$ cat config.mk
export PLATFORM = sky130hd
export DESIGN_NAME = io_in_conditioner
export DESIGN_NICKNAME = d
export VERILOG_FILES = /design/src/rtl/io_in_conditioner_pkg.sv /design/src/rtl/io_in_conditioner_debounce_bit.sv /design/src/rtl/io_in_conditioner.sv
export SDC_FILE = /design/constraint.sdc
export NUM_CORES = 1
export LEC_CHECK = 0
export CELL_PAD_IN_SITES_DETAIL_PLACEMENT = 0
export CELL_PAD_IN_SITES_GLOBAL_PLACEMENT = 1
export CORE_MARGIN = 4
export CORE_UTILIZATION = 45
export CTS_CLUSTER_SIZE = 24
export DETAILED_ROUTE_END_ITERATION = 10
export GPL_TIMING_DRIVEN = 0
export PLACE_DENSITY_LB_ADDON = 0.1
export SYNTH_ARGS = -nofsm -noshare
export SYNTH_HDL_FRONTEND = slang
export SYNTH_SLANG_ARGS = --single-unit
$ cat constraint.sdc
create_clock -name clock -period 9.39 [get_ports clock]
set_input_delay 1.878 -clock clock [delete_from_list [all_inputs] [get_ports clock]]
set_output_delay 1.878 -clock clock [all_outputs]
set_load 0.005 [all_outputs]
$ cat src/rtl/io_in_conditioner_pkg.sv
// Shared defaults and helpers for the board input conditioner (switches + keys -> 13-bit io_in).
package io_in_conditioner_pkg;

    localparam int SW_W_DEF      = 10;
    localparam int KEY_W_DEF     = 3;
    localparam int IO_W_DEF      = SW_W_DEF + KEY_W_DEF;
    localparam int DB_CYCLES_DEF = 50000;
    localparam int DB_CYCLES_MAX = 1 << 20;

    // Polarity of the raw pin; active-low pins are inverted after synchronization.
    typedef enum logic {
        POL_ACTIVE_HIGH = 1'b0,
        POL_ACTIVE_LOW  = 1'b1
    } pol_e;

    // Counter width for a debounce window of the given length.
    function automatic int db_cnt_width(input int cycles);
        return $clog2(cycles) + 1;
    endfunction

endpackage

$ cat src/rtl/io_in_conditioner_debounce_bit.sv
// One input bit: 2-flop synchronizer, stable-value register with restart-on-bounce counter,
// and registered rise/fall pulses of the debounced level.
module debounce_bit
    import io_in_conditioner_pkg::*;
#(
    parameter int   DB_CYCLES = DB_CYCLES_DEF,
    parameter pol_e POL       = POL_ACTIVE_HIGH
) (
    input  logic clock,
    input  logic resetn,
    input  logic raw,
    output logic level,
    output logic rise,
    output logic fall
);

    localparam int            CW       = db_cnt_width(DB_CYCLES);
    localparam logic [CW-1:0] LAST     = CW'(DB_CYCLES - 1);
    localparam logic          IDLE_RAW = (POL == POL_ACTIVE_LOW);

    logic [1:0]    sync;
    logic          sample;
    logic [CW-1:0] cnt;

    // NOTE: state uses non-blocking assignments and every register, including the
    // synchronizer pair, gets an explicit reset value so no X reaches the counter.
    always_ff @(posedge clock or posedge resetn) begin
        if (resetn) begin
            sync <= {2{IDLE_RAW}};
        end else begin
            sync <= {sync[0], raw};
        end
    end

    assign sample = (POL == POL_ACTIVE_LOW) ? ~sync[1] : sync[1];

    always_ff @(posedge clock or posedge resetn) begin
        if (resetn) begin
            level <= 1'b0;
            cnt   <= '0;
            rise  <= 1'b0;
            fall  <= 1'b0;
        end else begin
            rise <= 1'b0;
            fall <= 1'b0;
            if (sample == level) begin
                cnt <= '0;
            end else if (cnt == LAST) begin
                // Full window of agreement: accept the new value and restart.
                level <= sample;
                cnt   <= '0;
                rise  <= sample;
                fall  <= ~sample;
            end else begin
                cnt <= cnt + 1'b1;
            end
        end
    end

endmodule

$ cat src/rtl/io_in_conditioner.sv
// Debounces slide switches and active-low push keys into the processor's io_in word
// ({keys, switches}) and reports one-cycle key press/release pulses.
module io_in_conditioner
    import io_in_conditioner_pkg::*;
#(
    parameter int SW_W      = SW_W_DEF,
    parameter int KEY_W     = KEY_W_DEF,
    parameter int DB_CYCLES = DB_CYCLES_DEF
) (
    input  logic                    clock,
    input  logic                    resetn,
    input  logic [SW_W-1:0]         sw_raw,
    input  logic [KEY_W-1:0]        key_raw_n,
    output logic [SW_W+KEY_W-1:0]   io_in,
    output logic [KEY_W-1:0]        key_press,
    output logic [KEY_W-1:0]        key_release
);

    localparam int IO_W = SW_W + KEY_W;

    logic [IO_W-1:0] raw_all;
    logic [IO_W-1:0] rise_all;
    logic [IO_W-1:0] fall_all;
    logic            unused_sw_edges;

    assign raw_all = {key_raw_n, sw_raw};

    for (genvar i = 0; i < IO_W; i++) begin : g_bit
        debounce_bit #(
            .DB_CYCLES (DB_CYCLES),
            .POL       ((i >= SW_W) ? POL_ACTIVE_LOW : POL_ACTIVE_HIGH)
        ) u_db (
            .clock  (clock),
            .resetn (resetn),
            .raw    (raw_all[i]),
            .level  (io_in[i]),
            .rise   (rise_all[i]),
            .fall   (fall_all[i])
        );
    end

    assign key_press   = rise_all[IO_W-1:SW_W];
    assign key_release = fall_all[IO_W-1:SW_W];

    // Switch edges exist in every bit slice but are not exported.
    assign unused_sw_edges = ^{rise_all[SW_W-1:0], fall_all[SW_W-1:0]};

endmodule

# --- Word level (Yosys, flattened, before mapping) ---
# Cells that the tools add are included.
op_classes:
  add_sub_neg: 13
  muxes: 38
  n_eq_ne: 26
  n_reduce_logical: 13
  bitwise: 16
ops:
  columns: ["op", "n"]
  rows:
  - ["$mux 17", 26]
  - ["$add 17x1->17 const B", 13]
  - ["$eq 17x16->1 const B", 13]
  - ["$reduce_and 2->1", 13]
  - ["$not 1->1", 16]
  - ["$eq 1x1->1", 13]
  - ["$mux 1", 12]
totals:
  in_bits: 15
  word_cells: 151
  register_bits: 266

# --- Longest topological paths before layout ---
# Gate-level depths: netlist of run 1.
depth:
  word_depth: 4
  ltp_mapped: 6
  ltp_nobuf: 5

# --- Modules after synthesis ---
# Synthesis of run 1 repeated with hierarchy kept, for this count alone.
unflattened:
  hier_cells: 1260
  hier_area_um2: 13706.9
by_module_without_submodules:
  columns: ["module", "area_each_um2", "cells_each", "n_inst"]
  rows:
  - ["debounce_bit (g_bit[0].u_db ...)", 1053.5, 96, 10]
  - ["debounce_bit (g_bit[10].u_db ...)", 1042.2, 98, 3]
  - ["io_in_conditioner", 45.0, 6, 1]

# --- Worst setup path after synthesis of run 1 ---
# OpenSTA, ideal clock, no wires.
synth_timing:
  path_kind: "register -> output"
  from: "register g_bit[10].u_db.level"
  to: "output port io_in[10]"
  setup_slack_ns: 6.978
  path_stages_with_launch: 2
  arrival_time_ns: 0.534
  t_required_ns: 7.512
  path_cell_list: "dfrtp_1 buf_4"
synth_rtl:
  columns: ["item", "line", "text"]
  rows:
  - ["from (decl)", "io_in_conditioner_debounce_bit.sv:12", "output logic level,"]
  - ["from (signal assigned)", "io_in_conditioner_debounce_bit.sv:50", "level <= sample;"]
  - ["to (decl)", "io_in_conditioner.sv:14", "output logic [SW_W+KEY_W-1:0] io_in,"]
# No word-level cell between the ends.

# --- Final worst setup path of run 1 ---
layout_timing:
  from: "register g_bit[11].u_db.level"
  to: "output port io_in[11]"
layout_rtl:
  columns: ["item", "line"]
  rows:
  - ["from (decl)", "io_in_conditioner_debounce_bit.sv:12"]
  - ["from (signal assigned)", "io_in_conditioner_debounce_bit.sv:50"]
# No word-level cell between the ends.

==> results, run 1 <==
- The post-CTS repair timing setup buffer count is 0.
- The maximum clock frequency is between 200 and 300 MHz.
- In this run the worst path has a maximum fanout of 5.
- The amount of wire on met2 after detailed routing is slightly above 10000 µm.
- At the later pin of the worst-skew pair, clock insertion delay measures 0.54 ns.
- The worst endpoint required time is about 7.5 ns.
- The count of unresolved DRC violations after routing is 0.
- The wire length after detailed routing is around 23000 µm.
- The final-stage net count is approximately 1300.
- The TritonCTS clock tree is yes.
- The flow ran to the end, and the final reports show no timing, DRC or antenna violations.
- The summed instance area of the synthesized netlist is about 13000 µm².
- After filler insertion, the fill cell instance count of the layout stands at approximately 2500.
- STA classifies the critical path endpoint as a primary output.
- The post-layout minimum cycle time is roughly 3.5 ns.
- Detailed placement ended at an HPWL of approximately 15000 µm.
- The worst clock skew is between 0.008 and 0.009 ns.
- For the pin with the worst max-slew slack, the measured transition is 0.7419 ns.
- Entering global routing, the biggest net connects between 100 and 150 pins.
- Summed over all cells, the static leakage comes to between 5 and 6 nW.
- The die is ~180 µm wide.
- The overall track demand over capacity in global routing is 0.1553.
- The number of global-route vias before repair is ~8700.
- The fraction of layout cells with a size suffix above 1 is 0.08870.
- The worst path meets setup with between 5 and 6 ns of slack.
- The total of cells resized after clock tree synthesis is 0.
- In this run the remaining antenna-violating nets after routing total 0.
- Global routing finished with a remaining overflow of 0.
- The max-slew violation total from the final report is 0.
- The hold violation total from the final report came to 0.
- The count of distinct cell types in the synthesized netlist is 38.
- STA classifies the critical path startpoint as a register.
- The initial core utilization is 0.4624.
- Data arrives at the worst endpoint at about 1.6 ns.
- The length of routed wiring on met1 is around 12000 µm.
- For this design the ratio of total power to cell area is about 170 nW/µm².
- The warning count from the yosys run is 0.
- 0 antenna diodes ended up in the layout.
- The number of placement rows is 60.
- The startpoint identified for the worst hold timing path is g_bit[5].u_db.sync[0]$_DFF_PP0_.
- Across the run, the number of max-cap violations was 0.
- The number of antenna violations at the first check in global routing came to 0.
- Setup repair after global routing left no endpoint under its margin.
- The die covers about 31000 µm².
- The number of H-tree levels is 1.
- The area of the core is 27180 µm².
- The number of clock buffers added by TritonCTS is 30.
- Once placement finished, the instance area stood at between 10000 and 15000 µm².
- The count of hold buffers inserted by post-cts repair is 0.
- The first global-routing pass estimated approximately 42000 µm of wire.
- The worst relative slew slack is 0.5000.
- The critical path class is reg2out.
- After detailed routing, no signal wire sits above met4.
- The clock tree root driver cell is clkbuf_16.
- The average routed wire per standard cell is approximately 14 µm.
- Counting every sink on the clock net gives 266.
- Using the TritonRoute via totals, the vias-per-cell ratio works out to just over 5.
- From synthesis to final layout, the design area changed by 14.98%.
- The number of I/O port buffers is 33.
- The path class of the tightest hold or removal check is reg2reg.
- The I/O pin count is 34.
- The most critical setup path has its startpoint at g_bit[11].u_db.level$_DFFE_PP0P_.
- The violation count after the first detailed-routing iteration is 421.
- After routing the design area is around 14000 µm².
- The die outline height is roughly 180 µm.
- OpenSTA, run right after detailed placement, puts the worst setup slack at 6.048 ns.
- The clock passes through at most 3 buffers.
- The sequential element share of the synthesized area is 0.5303.
- The pre-antenna-repair detailed-routing pass consisted of 7 iterations.
- The worst register-to-register path begins at g_bit[5].u_db.cnt[0]$_DFF_PP0_.
- The final number of setup-violating endpoints is 0.
- The via count is approximately 8700.
- The number of nets produced by synthesis is roughly 1300.
- Wire segments on met3 add up to 637 µm in the final route.
- A synthesized cell averages 10.23 µm².
- In the finished design, the share of the clock period the worst path needs comes to 0.3691.
- The worst ir drop on vdd is around 130 µV.
- The CTS clock-pin slew for the worst setup and hold paths is 0.06 ns.
- The flip-flop and latch count after synthesis is 266.
- Counting every instance in the synthesized netlist gives 1228.
- The placer congestion estimate is around 0.8.
## logic make-up (layout without fill, tap and decap cells)
| kind of cell | count (synthesis) | in the layout | share of synthesized area |
|---|---|---|---|
| AOI/OAI and AO/OA | 37 | 37 | 0.03305 |
| xor gates and xnor gates | 199 | 199 | 0.1387 |
| buffers and inverters | 77 | 168 | 0.03226 |
| DFF | 266 | 266 | 0.5303 |
| and+or+nand+nor | 626 | 626 | 0.2438 |
| adders and majority gates | 13 | 13 | 0.01294 |
| muxes | 10 | 10 | 0.008961 |
## metrics by stage
| stage | utilization | cells | hold WS, ns | total power, mW | TNS, ns |
|---|---|---|---|---|---|
| finish | 0.5317 | 1691 | 0.3467 | 2.452 | 0 |
| global route | 0.5317 | 1691 | 0.3565 | 2.568 | 0 |
| CTS | 0.5317 | 1691 | 0.3485 | 2.501 | 0 |
| detailed placement | 0.4940 | 1635 | 0.3356 | 1.290 | 0 |
| global placement | 0.4917 | 1633 | 0.3326 | 1.287 | -890.35 |
| floorplan | - | 1228 | 0.3312 | 1.260 | 0 |
## layout make-up
cell class | count | area [µm²] | share of cell area
Sequential cell | 266 | 6664 | 0.4612
Multi-Input combinational cell | 885 | 5498 | 0.3805
Clock buffer | 45 | 888.4 | 0.06148
Tap cell | 372 | 465.4 | 0.03221
Timing Repair Buffer | 35 | 385.4 | 0.02667
Buffer | 37 | 255.2 | 0.01766
Inverter | 40 | 157.7 | 0.01091
Clock inverter | 11 | 136.4 | 0.009438
## sequential cells by signal, indices dropped and copies added, names as in the netlist
| register | flops |
|---|---|
| g_bit.u_db.level | 13 |
| g_bit.u_db.rise | 3 |
| g_bit.u_db.sync | 26 |
| g_bit.u_db.fall | 3 |
| g_bit.u_db.cnt | 221 |
## layer usage
metal / up-vias / GRT usage
met3: 36 / 0.02250
met4: 0 / 0.03830
met5: - / 0
met2: 93 / 0.2397
li1: 4384 / -
met1: 4170 / 0.2319
## layout by cell type (no fill, tap or decap), drive strengths merged, types with 10 or more instances in the layout
| cell type | n |
|---|---|
| nor3 | 58 |
| clkdlybuf4s50 | 33 |
| mux2 | 10 |
| nand2 | 56 |
| and3 | 14 |
| or3 | 17 |
| o41ai | 10 |
| nand3 | 80 |
| nor2 | 244 |
| ha | 13 |
| o21ai | 12 |
| inv | 40 |
| nand4 | 66 |
| xnor2 | 148 |
| xor2 | 51 |
| clkbuf | 50 |
| dfrtp | 260 |
| buf | 34 |
| nor4 | 58 |
## worst paths after layout
check,end,slack (ns),cells past startpoint
max in group asynchronous,g_bit[8].u_db.cnt[5]$_DFF_PP0_,6.68,3
min reg2reg,g_bit[5].u_db.sync[1]$_DFF_PP0_,0.35,0
min,g_bit[5].u_db.sync[1]$_DFF_PP0_,0.35,0
max,io_in[11],5.92,2
max reg2reg,g_bit[5].u_db.cnt[10]$_DFF_PP0_,7.22,6
min in group asynchronous,g_bit[7].u_db.sync[0]$_DFF_PP0_,1.78,2
## power by group
part | total, mW | internal (mW) | switching [mW]
registers | 1.18 | 1.17 | 0.0179
clock network | 1.19 | 0.733 | 0.453
logic | 0.0810 | 0.0285 | 0.0525
total | 2.45 | 1.93 | 0.523
## critical path, stage by stage, from the launching register on
cell and delay, ns:
dfrtp_1 0.43, buf_4 0.14, clkdlybuf4s50_1 0.49
## cells in the mapped netlist
library cell	instances	area, µm²
nor3b_1	1	7.510
buf_2	8	40.04
or4b_1	1	10.01
nor2_1	244	915.9
o41ai_2	1	16.27
nand2_1	56	210.2
buf_4	20	150.1
a31o_2	1	8.760
o21ai_0	9	45.04
mux2_2	10	112.6
or3_1	17	106.4
nor4_1	58	362.9
clkbuf_2	1	5.000
or4b_2	2	20.02
o41ai_4	9	247.7
dfstp_2	6	157.7
nor4bb_1	3	30.03
xor2_1	51	446.7
and3_1	14	87.58
clkbuf_1	4	15.01
or4_1	8	60.06
nand4b_1	2	17.52
o31ai_1	5	37.54
o21ai_1	3	15.01
and4_1	6	52.55
nand3_1	80	400.4
ha_1	13	162.7
dfrtp_1	260	6506
nor4b_1	5	43.79
inv_1	40	150.1
or4_4	1	11.26
and2_1	1	6.260
or2_2	3	18.77
a21oi_1	9	45.04
nand4_1	66	412.9
nor3_1	58	290.3
buf_6	4	45.04
xnor2_1	148	1296
Power figures use the tool's default switching activity.
==> run 2, diff against run 1 <==
clock period = 3 ns   (was 9.39 ns; I/O delays follow)
==> run 2 against run 1 <==
Against the previous run:
- first-iteration DRC count fell by 3.6%
- final cell count grew 0.35%
- routed wire length fell by 1.4%
- global-route usage shrank 0.30 points
- non-clock buffer count up 5
- sequential power rose to 3.1 times the previous value
- via count decreased by 0.37%
- sequential share of layout area fell by 0.60 points
- clock power grew to 3.4 times the previous value
- largest power group unchanged
==> results, run 2 (same netlist as run 1, synthesis figures left out) <==
- The TritonCTS clock tree is yes.
- The violation count after the first detailed-routing iteration is 406 (-3.6%).
- The post-route antenna net violation count was 0 (unchanged).
- The final instance area is 14640 µm² (+1.3%).
- The number of flip-flops under the largest register name is 221 (unchanged).
- The hold violation total from the final report is 0 (unchanged).
- The die outline height was 175.1 µm (unchanged).
- The setup TNS after final layout is 0 ns (unchanged).
- The largest registers in the layout are g_bit.u_db.cnt: 221 flops, g_bit.u_db.sync: 26 flops, g_bit.u_db.level: 13 flops.
- The endpoint of the worst register-to-register path is g_bit[5].u_db.cnt[8]$_DFF_PP0_.
- The critical path is of the reg2out type.
- The depth of the worst register-to-register path came to 6 (unchanged).
- The half-perimeter wire length of the detailed placement result is 15340 µm (+2.5%).
- The startpoint identified for the worst hold timing path is g_bit[5].u_db.sync[0]$_DFF_PP0_.
- The average routed wire per standard cell is 13.34 µm (-1.8%).
- The max-slew violation total from the final report came to 0 (unchanged).
- The critical path data arrival time is 1.59 ns (about the same).
- The number of global-route vias before repair is 8481 (-2.0%).
- The end point of the worst hold path is g_bit[5].u_db.sync[1]$_DFF_PP0_.
- The count of hold buffers inserted by post-cts repair is 0 (unchanged).
- The number of iterations in the first detailed-routing pass is 5 (-2).
- The final number of setup-violating endpoints is 0 (unchanged).
- The final-stage net count is 1329 (+0.45%).
- Of the available clock period, the critical path in the final layout requires 0.7306.
- The I/O pin count was 34 (unchanged).
- The placer congestion estimate is 0.7739 (-0.86%).
- Setup repair after global routing left no endpoint under its margin.
- Static timing analysis puts the maximum clock frequency at 456.2 MHz.
- The actual transition at the worst max-transition pin is 0.7626 ns (+0.02067 ns).
- The flow ran to the end, and the final reports show no timing, DRC or antenna violations.
- The number of antenna violations at the first check in global routing is 0 (unchanged).
- The floorplan die area was 30670 µm² (unchanged).
- The library cells used most frequently in the layout, excluding fill and tap cells, are dfrtp_1, nor2_1, xnor2_1, nand3_1, nand4_1.
- The largest buffer count on any clock path was 3 (unchanged).
- STA classifies the critical path endpoint as a primary output.
- The origin of the critical flop-to-flop path is g_bit[5].u_db.cnt[0]$_DFF_PP0_.
- The setup slack on the worst flop-to-flop path was 0.84 ns (-6.38 ns).
- The fraction of layout cells with a size suffix above 1 is 0.09509 (+0.006391).
- The overall track demand over capacity in global routing is 0.1523 (-0.003046).
- The root buffer cell chosen for the clock tree is clkbuf_16.
- The static power due to leakage is 5.809 nW (+1.6%).
- The number of placement rows came to 60 (unchanged).
- The wire length after detailed routing is 22640 µm (-1.4%).
- The worst clock skew is 0.01484 ns (+0.005902 ns).
- The number of I/O port buffers came to 33 (unchanged).
- The global-route wire length before repair is 41000 µm (-1.3%).
- The sink count of the clock tree came to 266 (unchanged).
- The register with the most flip-flops in the final layout is g_bit.u_db.cnt.
- The via count was 8651 (-0.37%).
- The power per cell area is 549.4 nW/µm² (+220%).
- The CTS clock-pin slew for the worst setup and hold paths came to 0.06 ns (about the same).
- The total congestion overflow after global routing is 0 (unchanged).
- The pin count of the biggest net entering global routing came to 41 (-66%).
- The post-CTS repair timing setup buffer count is 0 (unchanged).
- The CTS buffer count was 31 (+3.3%).
- The worst endpoint required time is 2.40 ns (-5.11 ns).
- The number of filler instances in the final layout was 2451 (-2.5%).
- The worst setup path is launched from a register.
- The class of the tightest hold or removal check is reg2reg.
- The initial core utilization was 0.4624 (unchanged).
- The area after detailed placement was 13510 µm² (+0.61%).
- The max-capacitance violation count came to 0 (unchanged).
- The worst ir drop on vdd is 667.2 µV (+430%).
- The library cell used most frequently in the layout, excluding fill and tap cells, is dfrtp_1.
- The die extent in x is 175.1 µm (unchanged).
- The total of cells resized after clock tree synthesis is 0 (unchanged).
- The area added between synthesis and finish is 16.49%.
- The hold-critical path depth was 0 (unchanged).
- The count of unresolved DRC violations after routing is 0 (unchanged).
- The source-to-sink clock delay at the later pin of the worst-skew pair is 0.54 ns (about the same).
- The post-layout minimum cycle time is approximately 2.2 ns.
- The final antenna diode count is 0 (unchanged).
- The worst relative slew slack was 0.4861 (-0.01393).
- The post-detailed-route via-to-cell ratio was 5.098 (-0.72%).
- The number of H-tree levels is 1 (unchanged).
- The highest net fanout along the worst path is 5 (unchanged).
- The area of the core was 27180 µm² (unchanged).
==> run 2: cell types whose count changed in the layout (fill, tap and decap cells not counted), sizes merged <==
cell,delta
bufinv,+3
buf,+5
clkinv,-2
==> run 2: cell type report <==
cell class                      instances  area, µm²  area share
Multi-Input combinational cell        885       5498      0.3756
Clock inverter                         12      214.0     0.01462
Sequential cell                       266       6664      0.4552
Timing Repair Buffer                   40      470.5     0.03214
Buffer                                 37      255.2     0.01744
Clock buffer                           45      918.4     0.06274
Tap cell                              372      465.4     0.03179
Inverter                               40      153.9     0.01051
==> run 2: worst max-delay path by stage <==
stage                                     startpoint                                to  slack (ns)  cells past startpoint
floorplan                                     resetn    g_bit[0].u_db.cnt[0]$_DFF_PP0_       -1.11                      1
global placement                              resetn  g_bit[10].u_db.cnt[14]$_DFF_PP0_       -3.22                      2
detailed placement                            resetn  g_bit[10].u_db.sync[1]$_DFF_PP1_        0.77                      5
CTS                   g_bit[5].u_db.cnt[0]$_DFF_PP0_    g_bit[5].u_db.cnt[8]$_DFF_PP0_        0.77                      6
global route          g_bit[6].u_db.cnt[4]$_DFF_PP0_   g_bit[6].u_db.cnt[12]$_DFF_PP0_        0.60                      6
finish              g_bit[11].u_db.level$_DFFE_PP0P_                         io_in[11]        0.81                      2
==> run 2: critical path, cell delays in order (launching register included) <==
cell and delay [ns]:
dfrtp_1 0.43, buf_4 0.14, clkdlybuf4s50_1 0.49
==> run 2: report_power, final <==
group	total [mW]	internal, mW	switching, mW
Combinational	0.267	0.100	0.167
Sequential	3.71	3.65	0.0536
Clock	4.07	2.62	1.45
==> run 2: routing by layer <==
metal / part of all wire / track usage
met1: 0.51 / 0.2297
met2: 0.44 / 0.2326
met5: 0 / 0
met3: 0.034 / 0.02315
met4: 0.016 / 0.03535
==> run 2: stage by stage <==
| stage | power [mW] | utilization | hold WS (ns) | setup slack, ns | instances |
|---|---|---|---|---|---|
| 3_5_place_dp | 4.050 | 0.4970 | 0.3347 | 0.7725 | 1640 |
| 3_3_place_gp | 4.029 | 0.4919 | 0.3320 | -3.219 | 1633 |
| 2_1_floorplan | 3.944 | - | 0.3312 | -1.107 | 1228 |
| 5_1_grt | 8.409 | 0.5387 | 0.3510 | 0.5993 | 1697 |
| 6_report | 8.043 | 0.5387 | 0.3455 | 0.8081 | 1697 |
| 4_1_cts | 8.190 | 0.5387 | 0.3480 | 0.7738 | 1697 |
